### src/rtl/cmp_pkg.sv
// Shared comparator definitions: active-low result codes and sequencer state encoding.
package cmp_pkg;

    localparam logic [2:0] Y_EQ   = 3'b101;
    localparam logic [2:0] Y_GT   = 3'b011;
    localparam logic [2:0] Y_LT   = 3'b110;
    localparam logic [2:0] Y_NONE = 3'b111;

    typedef enum logic {
        IDLE = 1'b0,
        CMP  = 1'b1
    } state_t;

endpackage

### src/rtl/seq_mag_compare_digit_cmp.sv
// Combinational unsigned comparison of one DIGIT-bit slice of each operand.
module digit_cmp #(
    parameter int DIGIT = 4
) (
    input  logic [DIGIT-1:0] da,
    input  logic [DIGIT-1:0] db,
    output logic             gt,
    output logic             lt
);

    assign gt = (da > db);
    assign lt = (da < db);

endmodule

### src/rtl/seq_mag_compare.sv
// Multi-cycle MSB-first magnitude comparator with early exit, signed/unsigned mode,
// start/busy/done handshake and synchronous abort.
module seq_mag_compare
    import cmp_pkg::*;
#(
    parameter int WIDTH = 16,
    parameter int DIGIT = 4
) (
    input  logic             clk,
    input  logic             rst,
    input  logic             start,
    input  logic             signed_mode,
    input  logic             clr,
    input  logic [WIDTH-1:0] a,
    input  logic [WIDTH-1:0] b,
    output logic             busy,
    output logic             done,
    output logic [2:0]       y
);

    localparam int N  = WIDTH / DIGIT;
    localparam int IW = (N > 1) ? $clog2(N) : 1;
    localparam logic [IW-1:0]    IDX_TOP   = IW'(N - 1);
    localparam logic [WIDTH-1:0] SIGN_MASK = WIDTH'(1) << (WIDTH - 1);

    if (WIDTH % DIGIT != 0) begin : g_bad_digit
        $fatal(1, "seq_mag_compare: WIDTH must be a multiple of DIGIT");
    end

    state_t           state, next_state;
    logic [WIDTH-1:0] ra, rb;
    logic [IW-1:0]    idx;
    logic [DIGIT-1:0] da, db;
    logic             gt, lt;
    logic             accept, decide, finish;

    assign da = ra[idx*DIGIT +: DIGIT];
    assign db = rb[idx*DIGIT +: DIGIT];

    digit_cmp #(.DIGIT(DIGIT)) u_digit (
        .da (da),
        .db (db),
        .gt (gt),
        .lt (lt)
    );

    always_ff @(posedge clk or posedge rst) begin
        if (rst) state <= IDLE;
        else     state <= next_state;
    end

    always_comb begin
        next_state = state;
        case (state)
            IDLE: if (start && !clr)    next_state = CMP;
            CMP:  if (clr || decide)    next_state = IDLE;
            default:                    next_state = IDLE;
        endcase
    end

    // clr outranks both a fresh start in IDLE and a decision in CMP.
    always_comb begin
        busy   = (state == CMP);
        accept = (state == IDLE) && start && !clr;
        decide = (state == CMP) && (gt || lt || (idx == '0));
        finish = decide && !clr;
    end

    // Flipping the sign bit of both operands maps two's-complement order onto unsigned order.
    always_ff @(posedge clk or posedge rst) begin
        if (rst) begin
            ra   <= '0;
            rb   <= '0;
            idx  <= '0;
            done <= 1'b0;
            y    <= Y_NONE;
        end else begin
            done <= finish;
            if (accept) begin
                ra  <= signed_mode ? (a ^ SIGN_MASK) : a;
                rb  <= signed_mode ? (b ^ SIGN_MASK) : b;
                idx <= IDX_TOP;
            end else if (busy && !clr && !decide) begin
                idx <= idx - 1'b1;
            end
            if (finish) begin
                if (gt)      y <= Y_GT;
                else if (lt) y <= Y_LT;
                else         y <= Y_EQ;
            end
        end
    end

endmodule

### config.mk
export PLATFORM = sky130hd
export DESIGN_NAME = seq_mag_compare
export DESIGN_NICKNAME = d
export VERILOG_FILES = /design/src/rtl/cmp_pkg.sv /design/src/rtl/seq_mag_compare_digit_cmp.sv /design/src/rtl/seq_mag_compare.sv
export SDC_FILE = /design/constraint.sdc
export NUM_CORES = 1
export LEC_CHECK = 0
export ABC_AREA = 1
export BUFFER_PORTS_ARGS = -buffer_cell sky130_fd_sc_hd__buf_2
export CORE_MARGIN = 2
export CORE_UTILIZATION = 50
export DETAILED_ROUTE_END_ITERATION = 12
export PLACE_DENSITY = 0.76
export SLEW_MARGIN = 20
export SYNTH_ARGS = -nofsm -noshare
export SYNTH_HDL_FRONTEND = slang
export SYNTH_SLANG_ARGS = --single-unit
### constraint.sdc
create_clock -name clk -period 2.7 [get_ports clk]
set_clock_uncertainty 0.1 [all_clocks]
set_input_delay 0.81 -clock clk [delete_from_list [all_inputs] [get_ports clk]]
set_output_delay 0.81 -clock clk [all_outputs]
set_load 0.02 [all_outputs]
==> results of run 1 <==
## worst reg2reg max path: stages, from the launching register on
cell and delay [ns]:
sky130_fd_sc_hd__dfrtp_1 0.51, sky130_fd_sc_hd__clkinv_1 0.30, sky130_fd_sc_hd__o21ai_1 0.15, sky130_fd_sc_hd__o22ai_1 0.09, sky130_fd_sc_hd__ha_1 0.34, sky130_fd_sc_hd__a21oi_2 0.24, sky130_fd_sc_hd__nand2_4 0.09, sky130_fd_sc_hd__nand4_2 0.10
sky130_fd_sc_hd__nand2_2 0.07, sky130_fd_sc_hd__nand2_1 0.07, sky130_fd_sc_hd__nand2_1 0.04
## state kept, by name, indices dropped and copies added, names as in the netlist
register / flops
done: 1
rb: 16
ra: 16
y: 3
idx: 2
busy: 1
## synth_stat cells
cell type / number / share of area
sky130_fd_sc_hd__nand2_4: 3 / 0.017
sky130_fd_sc_hd__nor2_1: 16 / 0.031
sky130_fd_sc_hd__inv_2: 4 / 0.0077
sky130_fd_sc_hd__a21oi_2: 1 / 0.0045
sky130_fd_sc_hd__a21boi_0: 1 / 0.0039
sky130_fd_sc_hd__inv_4: 1 / 0.0032
sky130_fd_sc_hd__nand2_1: 103 / 0.20
sky130_fd_sc_hd__a21oi_1: 5 / 0.013
sky130_fd_sc_hd__buf_6: 3 / 0.017
sky130_fd_sc_hd__xnor2_1: 2 / 0.0090
sky130_fd_sc_hd__o21ai_1: 13 / 0.034
sky130_fd_sc_hd__inv_1: 8 / 0.015
sky130_fd_sc_hd__clkinv_1: 1 / 0.0019
sky130_fd_sc_hd__dfrtp_1: 36 / 0.46
sky130_fd_sc_hd__ha_1: 5 / 0.032
sky130_fd_sc_hd__nand3_1: 1 / 0.0026
sky130_fd_sc_hd__buf_2: 7 / 0.018
sky130_fd_sc_hd__nor2_8: 1 / 0.010
sky130_fd_sc_hd__nor2_4: 2 / 0.012
sky130_fd_sc_hd__o21ai_0: 11 / 0.028
sky130_fd_sc_hd__nand3_2: 1 / 0.0052
sky130_fd_sc_hd__nand2_2: 3 / 0.0097
sky130_fd_sc_hd__dfstp_2: 3 / 0.041
sky130_fd_sc_hd__o22ai_1: 4 / 0.013
sky130_fd_sc_hd__nand4_2: 1 / 0.0065
## per-stage QoR
stage / power [mW] / setup WS (ns)
6_report: 2.278 / 0.5034
5_1_grt: 2.451 / 0.3277
3_5_place_dp: 1.729 / 0.5080
4_1_cts: 2.296 / 0.4939
3_3_place_gp: 1.705 / 0.5910
2_1_floorplan: 1.544 / 0.8308
## area by class of cell
class	instances	area [um^2]	share of cell area
clock buffer	6	72.57	0.03168
clock inverter	2	60.06	0.02622
inverter	14	55.05	0.02403
multi-input combinational	173	835.8	0.3648
sequential	39	979.7	0.4276
tap	48	60.06	0.02622
timing repair buffer	44	227.7	0.09940
## power by group through the flow
| stage | clock network (mW) | registers, mW | logic (mW) |
|---|---|---|---|
| 6_report | 0.560 | 0.826 | 0.892 |
| 5_1_grt | 0.598 | 0.846 | 1.01 |
| 4_1_cts | 0.570 | 0.826 | 0.900 |
| 3_5_place_dp | 0 | 0.836 | 0.894 |
| 3_3_place_gp | 0 | 0.835 | 0.870 |
| 2_1_floorplan | 0 | 0.821 | 0.724 |
## how the worst max path moves through the flow
| stage | cells past startpoint | end | from | slack [ns] |
|---|---|---|---|---|
| 6_report | 10 | idx[1]$_DFFE_PP0P_ | idx[1]$_DFFE_PP0P_ | 0.50 |
| 5_1_grt | 14 | y[0]$_DFFE_PP1P_ | idx[0]$_DFFE_PP0P_ | 0.33 |
| 4_1_cts | 10 | idx[1]$_DFFE_PP0P_ | idx[1]$_DFFE_PP0P_ | 0.49 |
| 3_5_place_dp | 10 | idx[1]$_DFFE_PP0P_ | idx[1]$_DFFE_PP0P_ | 0.51 |
| 3_3_place_gp | 10 | idx[0]$_DFFE_PP0P_ | idx[1]$_DFFE_PP0P_ | 0.59 |
| 2_1_floorplan | 11 | idx[0]$_DFFE_PP0P_ | idx[1]$_DFFE_PP0P_ | 0.83 |
## cell families (layout without fill, tap and decap cells)
logic type               count (synthesis)  after routing
AND/OR/NAND/NOR                        131            131
adder cells (fa/ha/maj)                  5              5
XOR/XNOR                                 2              2
flip-flops                              39             39
buffers and inverters                   24             66
AO/OA/AOI/OAI                           35             35
## metal layers
metal	share of wire	vias up	wire, um
li1	-	825	-
met1	0.48	749	1731
met2	0.47	30	1703
met3	0.039	2	142
met4	0.0050	0	18
met5	0	-	0
==> metrics, run 1 <==
Netlist Area Pre-Place 0.001939 mm^2; endpoints failing setup 0; reg2reg start idx[1]$_DFFE_PP0P_; unrepaired setup endpoints after global routing false; Initial DRC Count 60; Max Fanout on Critical Path 10; Core Region 0.003689 mm^2; number of nets still failing antenna checks after routing 0; Net Count, Synth 278; number of nets at the end of the flow 319; Top Ports 42; part of the power in registers 0.363; maximum vdd drop 0.6284 mV; Yosys warning total 0; Starting Density 0.5258; TritonCTS sink count 39; leading cell type in the layout, fill and taps excluded sky130_fd_sc_hd__nand2_1; Slew Limit Headroom 0.6842; post-synth cell types 25; Vias/cell 4.926; most repeated library cell on the critical path sky130_fd_sc_hd__nand2_1; critical path launch point type flip-flop; antenna diode count 0; count of hold-fix buffers inserted at cts 0; max frequency 455.3 MHz; sequential fraction of the synthesis area 0.5052; outcome finished clean; min Tclk post-route 2.197 ns; cell count after synthesis 236; DRC 0; number of cells in the design after placement 318; detailed-route wire length per cell 11.03 um; clock-pin slew on the worst setup and hold paths 0.07 ns; final worst path period share 0.8135; Max Cap Violations 0; reg-to-reg setup timing slack 0.50 ns; antenna violations before repair 0; post-route insts no fill 326; layer with the highest usage after global routing met2; stage delay of the slowest cell on the critical path 0.51 ns; Congestion Overflow GR 0; delay-heaviest family, CP flip-flops; vias 1606; CTS Buf Count 5; first-pass GRT wire length 6251 um; post-synthesis share of cell area spent on xor and xnor gates 0.009032; number of instances on the worst hold path 2; RePlAce Congestion 0.8259; number of cell instances on the worst register-to-register path 10; drt total wl 3595 um; quantity of I/O buffers inserted on ports 41; Compound-Gate Fraction of Synth Area 0.09613; H-Tree Level Count 2; Skew-Pair Late Insertion Delay 0.28 ns; flop and latch count out of synthesis 39; fillcell total 347; DP Area 0.002158 mm^2; placement row count 22; net switching component of the power 0.8397 mW; Worst Path Arrival 2.27 ns; first-pass detailed-route iteration total 4; share of synthesized area spent on multiplexers 0; ratio of cells with drive above 1 in the final layout 0.2554; area grow syn2layout 18.13%; commonest non-fill, non-tap cells in the layout sky130_fd_sc_hd__nand2_1, sky130_fd_sc_hd__buf_2, sky130_fd_sc_hd__dfrtp_1; Int Pwr 1.438 mW; simple logic cell fraction of the synthesized area 0.2935; hold slack 0.3705 ns; critical path class reg2reg; vias in the first global route 1491; global routing usage on met3 0.04770; Worst Tran Pin Value 0.4737 ns; Hold Startpoint y[2]$_DFFE_PP1P_; cell leakage power 1.244 nW; end of the worst hold path y[2]$_DFFE_PP1P_; Total Die Area 0.004393 mm^2; GR Util met1 0.2428; CP cell instances clkinv_1 > o21ai_1 > o22ai_1 > ha_1 > a21oi_2 > nand2_4 > nand4_2 > nand2_2 > nand2_1 > nand2_1; Crit path buffers/inverters 1; y dimension of the die 66.28 um; met2 track utilization from global routing 0.3113; Clk Tree Root Cell sky130_fd_sc_hd__clkbuf_8; post-route cell area 0.002291 mm^2; fraction of the mapped netlist area in adder cells 0.03226; final cell utilization of the core 0.6211; count of cells resized by post-cts repair 0; required time reported for the critical path endpoint 2.77 ns; synthesized area per cell 8.218 um^2; Worst R2R End idx[1]$_DFFE_PP0P_; TritonCTS clock tree built; Gate power share 0.391; number of max-slew violations in the final report 0; largest net degree at the start of global routing 40; global-route usage over all layers 0.1882; largest family of logic cells by synthesized area simple AND/OR/NAND/NOR gates; type of the worst min-delay path reg2reg; critical path endpoint category flip-flop; total count of hold-check failures in the final report 0; half-perimeter wire length after placement 2663 um; power density relative to cell area 994.2 mW/mm^2; switching portion of total power 0.3687; critical-path cell with the highest stage delay sky130_fd_sc_hd__dfrtp_1; post-CTS setup-driven buffer insertion count 0; Clk pwr share 0.246; sum of negative setup slack 0 ns; die width 66.28 um; clk buf depth 2
Power figures use the tool's default switching activity.
==> run 2, diff against run 1 <==
--- a/config.mk
+++ b/config.mk
@@ -5,12 +5,12 @@
 export SDC_FILE = /design/constraint.sdc
 export NUM_CORES = 1
 export LEC_CHECK = 0
-export ABC_AREA = 1
+export ABC_AREA = 0
 export BUFFER_PORTS_ARGS = -buffer_cell sky130_fd_sc_hd__buf_2
 export CORE_MARGIN = 2
-export CORE_UTILIZATION = 50
+export CORE_UTILIZATION = 48
 export DETAILED_ROUTE_END_ITERATION = 12
-export PLACE_DENSITY = 0.76
+export PLACE_DENSITY = 0.77
 export SLEW_MARGIN = 20
 export SYNTH_ARGS = -nofsm -noshare
 export SYNTH_HDL_FRONTEND = slang
==> constraint.sdc (replaced) <==
create_clock -name clk -period 2 [get_ports clk]
set_clock_uncertainty 0.1 [all_clocks]
set_input_delay 0.6 -clock clk [delete_from_list [all_inputs] [get_ports clk]]
set_output_delay 0.6 -clock clk [all_outputs]
set_load 0.02 [all_outputs]
==> run 2 against run 1 <==
  * The flow now finishes with violations (setup timing)
  * Flip-flop and latch count did not move
  * Setup slack got worse by 0.83 ns
  * Via count down 25%
  * Synthesized cell count shrank 44%
  * Count of clock-buffer cells in the layout rose by 1
  * Die area decreased by 1.8%
  * Combinational power down 15%
  * Utilization rose by 1.5 points
  * Final cell count decreased by 29%
  * Register-to-register slack worse by 0.83 ns
  * Wire length is 1.8% higher
==> metrics, run 2 <==
outcome finished, violations left; violated checks setup timing; first-pass GRT wire length 5865 um (-6.2%); Compound-Gate Fraction of Synth Area 0.04318 (-0.05295); largest family of logic cells by synthesized area multiplexers; ratio of cells with drive above 1 in the final layout 0.6196 (+0.3642); hold slack 0.3221 ns (-0.04848 ns); top flop regs ra: 16 flops, rb: 16 flops, y: 3 flops; half-perimeter wire length after placement 2549 um (-4.3%); antenna diode count 0 (unchanged); count of hold-fix buffers inserted at cts 0 (unchanged); Worst Path Arrival 2.41 ns (+0.14 ns); cell leakage power 1.049 nW (-16%); placement row count 22 (unchanged); post-synth top area cell sky130_fd_sc_hd__dfrtp_1; Vias/cell 5.164 (+4.8%); Total Die Area 0.004313 mm^2 (-1.8%); vias 1198 (-25%); Max Cap Violations 0 (unchanged); number of cells in the design after placement 223 (-30%); Worst Slack Setup Final -0.3307 ns (-0.8341 ns); synthesized area per cell 13.94 um^2 (+70%); number of nets still failing antenna checks after routing 0 (unchanged); vias in the first global route 1276 (-14%); stage delay of the slowest cell on the critical path 0.52 ns (about the same); y dimension of the die 65.67 um (-0.92%); die width 65.67 um (-0.92%); min Tclk post-route 2.331 ns (+0.1341 ns); post-route cell area 0.002328 mm^2 (+1.6%); clk buf depth 2 (unchanged); total power 2.320 mW (+1.9%); unrepaired setup endpoints after global routing true; drt total wl 3660 um (+1.8%); synth cell count leaders sky130_fd_sc_hd__dfrtp_1, sky130_fd_sc_hd__mux2_2, sky130_fd_sc_hd__a21oi_1, sky130_fd_sc_hd__inv_1, sky130_fd_sc_hd__mux4_2; cell count after synthesis 131 (-44%); top-area cell type share of the netlist area 0.4935 (+0.02897); number of nets at the end of the flow 225 (-29%); H-Tree Level Count 2 (unchanged); Netlist Area Pre-Place 0.001826 mm^2 (-5.9%); delay-heaviest family, CP multiplexers; proportion of register bits with asynchronous set or reset after synthesis 1.000 (unchanged); first-pass detailed-route iteration total 4 (unchanged); Top Ports 42 (unchanged); TritonCTS sink count 39 (unchanged); post-synthesis share of cell area spent on xor and xnor gates 0.01439 (+0.005361); Worst R2R End idx[0]$_DFFE_PP0P_; critical-path cell with the highest stage delay sky130_fd_sc_hd__mux4_2; Slew Limit Headroom 0.6816 (-0.002589); Max Fanout on Critical Path 4 (-6); post-synth cell types 24 (-4.0%); TritonCTS clock tree built; clock-pin slew on the worst setup and hold paths 0.07 ns (about the same); most area-consuming cells after synthesis sky130_fd_sc_hd__dfrtp_1, sky130_fd_sc_hd__mux2_2, sky130_fd_sc_hd__mux4_2; Clk Tree Root Cell sky130_fd_sc_hd__clkbuf_8; reg-to-reg setup timing slack -0.33 ns (-0.83 ns); type of the worst min-delay path in2async; worst slack at placement -0.3690 ns (-0.8770 ns); commonest non-fill, non-tap cells in the layout sky130_fd_sc_hd__buf_2, sky130_fd_sc_hd__dfrtp_1, sky130_fd_sc_hd__mux2_2; sequential fraction of the synthesis area 0.5367 (+0.03151); antenna violations before repair 0 (unchanged); DP Area 0.002163 mm^2 (+0.23%); final worst path period share 1.165 (+0.3518); largest net degree at the start of global routing 40 (unchanged); global-route usage over all layers 0.1880 (about the same); max frequency 429.1 MHz (-5.8%); final cell utilization of the core 0.6360 (+0.01492); quantity of I/O buffers inserted on ports 41 (unchanged); fraction of the mapped netlist area in adder cells 0.03427 (+0.002012); post-route insts no fill 232 (-29%); leading cell type in the layout, fill and taps excluded sky130_fd_sc_hd__buf_2; Initial DRC Count 34 (-43%); maximum vdd drop 0.6407 mV (+2.0%); number of cell instances on the worst register-to-register path 7 (-3); flop and latch count out of synthesis 39 (unchanged); critical path endpoint category flip-flop; number of max-slew violations in the final report 0 (unchanged); endpoints failing setup 7 (+7); critical path class reg2reg; total count of hold-check failures in the final report 0 (unchanged); number of synthesized flops with an enable pin 0 (unchanged); CP cell instances buf_6 > mux4_2 > ha_4 > nand4_1 > a311oi_4 > xnor2_1 > nand2b_1; Net Count, Synth 173 (-38%); share of synthesized area spent on multiplexers 0.2838 (+0.2838); Worst Tran Pin Value 0.4776 ns (+0.003883 ns); critical path launch point type flip-flop; reg2reg start idx[0]$_DFFE_PP0P_; Skew-Pair Late Insertion Delay 0.29 ns (about the same); Yosys warning total 0 (unchanged); Top FF cell, synth sky130_fd_sc_hd__dfrtp_1; required time reported for the critical path endpoint 2.08 ns (-0.69 ns); detailed-route wire length per cell 15.78 um (+43%); CTS Buf Count 5 (unchanged); simple logic cell fraction of the synthesized area 0.05552 (-0.2380); power density relative to cell area 996.3 mW/mm^2 (+0.22%); most repeated cell in the gate-level netlist after synthesis sky130_fd_sc_hd__dfrtp_1; area grow syn2layout 27.55%; Congestion Overflow GR 0 (unchanged); sum of negative setup slack -1.595 ns (-1.595 ns); Crit path buffers/inverters 1 (unchanged); Core Region 0.003661 mm^2 (-0.75%); RePlAce Congestion 0.7756 (-6.1%); DRC 0 (unchanged); Starting Density 0.4986 (-0.02715)
==> run 2: timing repair <==
action	in CTS	in global routing
pin swaps	3	2
buffers inserted	1	0
gates resized for setup	10	5
endpoints found under the setup margin	7	7
==> run 2: routing by layer <==
layer	vias to the layer above	share of wire	track usage
li1	570	-	-
met1	589	0.42	0.2173
met2	35	0.52	0.3258
met3	4	0.048	0.05308
met4	0	0.014	0.07813
met5	-	0	0
==> run 2: worst min-delay path: cells and delay by family <==
family / cells / cell delay [ns]
buffers and inverters: 3 / 0.55
==> run 2: cell families (layout without fill, tap and decap cells) <==
group,count (synthesis),after routing
flip-flops,39,39
multiplexers,38,38
AND/OR/NAND/NOR,20,20
buffers and inverters,14,67
AO/OA/AOI/OAI,12,12
adder cells (fa/ha/maj),5,5
XOR/XNOR,3,3
==> run 2: worst max-delay path by stage <==
stage / start / endpoint / slack [ns] / depth (start not counted)
2_1_floorplan: idx[0]$_DFFE_PP0P_ / idx[0]$_DFFE_PP0P_ / -0.23 / 7
3_3_place_gp: idx[0]$_DFFE_PP0P_ / idx[0]$_DFFE_PP0P_ / -0.25 / 7
3_5_place_dp: idx[0]$_DFFE_PP0P_ / idx[0]$_DFFE_PP0P_ / -0.37 / 7
4_1_cts: idx[0]$_DFFE_PP0P_ / idx[0]$_DFFE_PP0P_ / -0.33 / 7
5_1_grt: idx[0]$_DFFE_PP0P_ / idx[1]$_DFFE_PP0P_ / -0.42 / 7
6_report: idx[0]$_DFFE_PP0P_ / idx[0]$_DFFE_PP0P_ / -0.33 / 7
==> run 2: cell type report <==
class                   count  area, um^2
multi-input cells          78       877.1
well taps                  48       60.06
repair buffers             51       300.3
inverters                   8       30.03
fillers                   288        1333
clock buffers               7       76.32
clock inverters             1       5.005
flip-flops and latches     39       979.7
==> run 2: power by group <==
group | leakage, nW | total, mW | switching (mW) | internal (mW)
combinational | 0.557 | 0.755 | 0.345 | 0.411
clock | 0.0422 | 0.504 | 0.259 | 0.245
sequential | 0.450 | 1.06 | 0.0958 | 0.965
total | 1.05 | 2.32 | 0.700 | 1.62
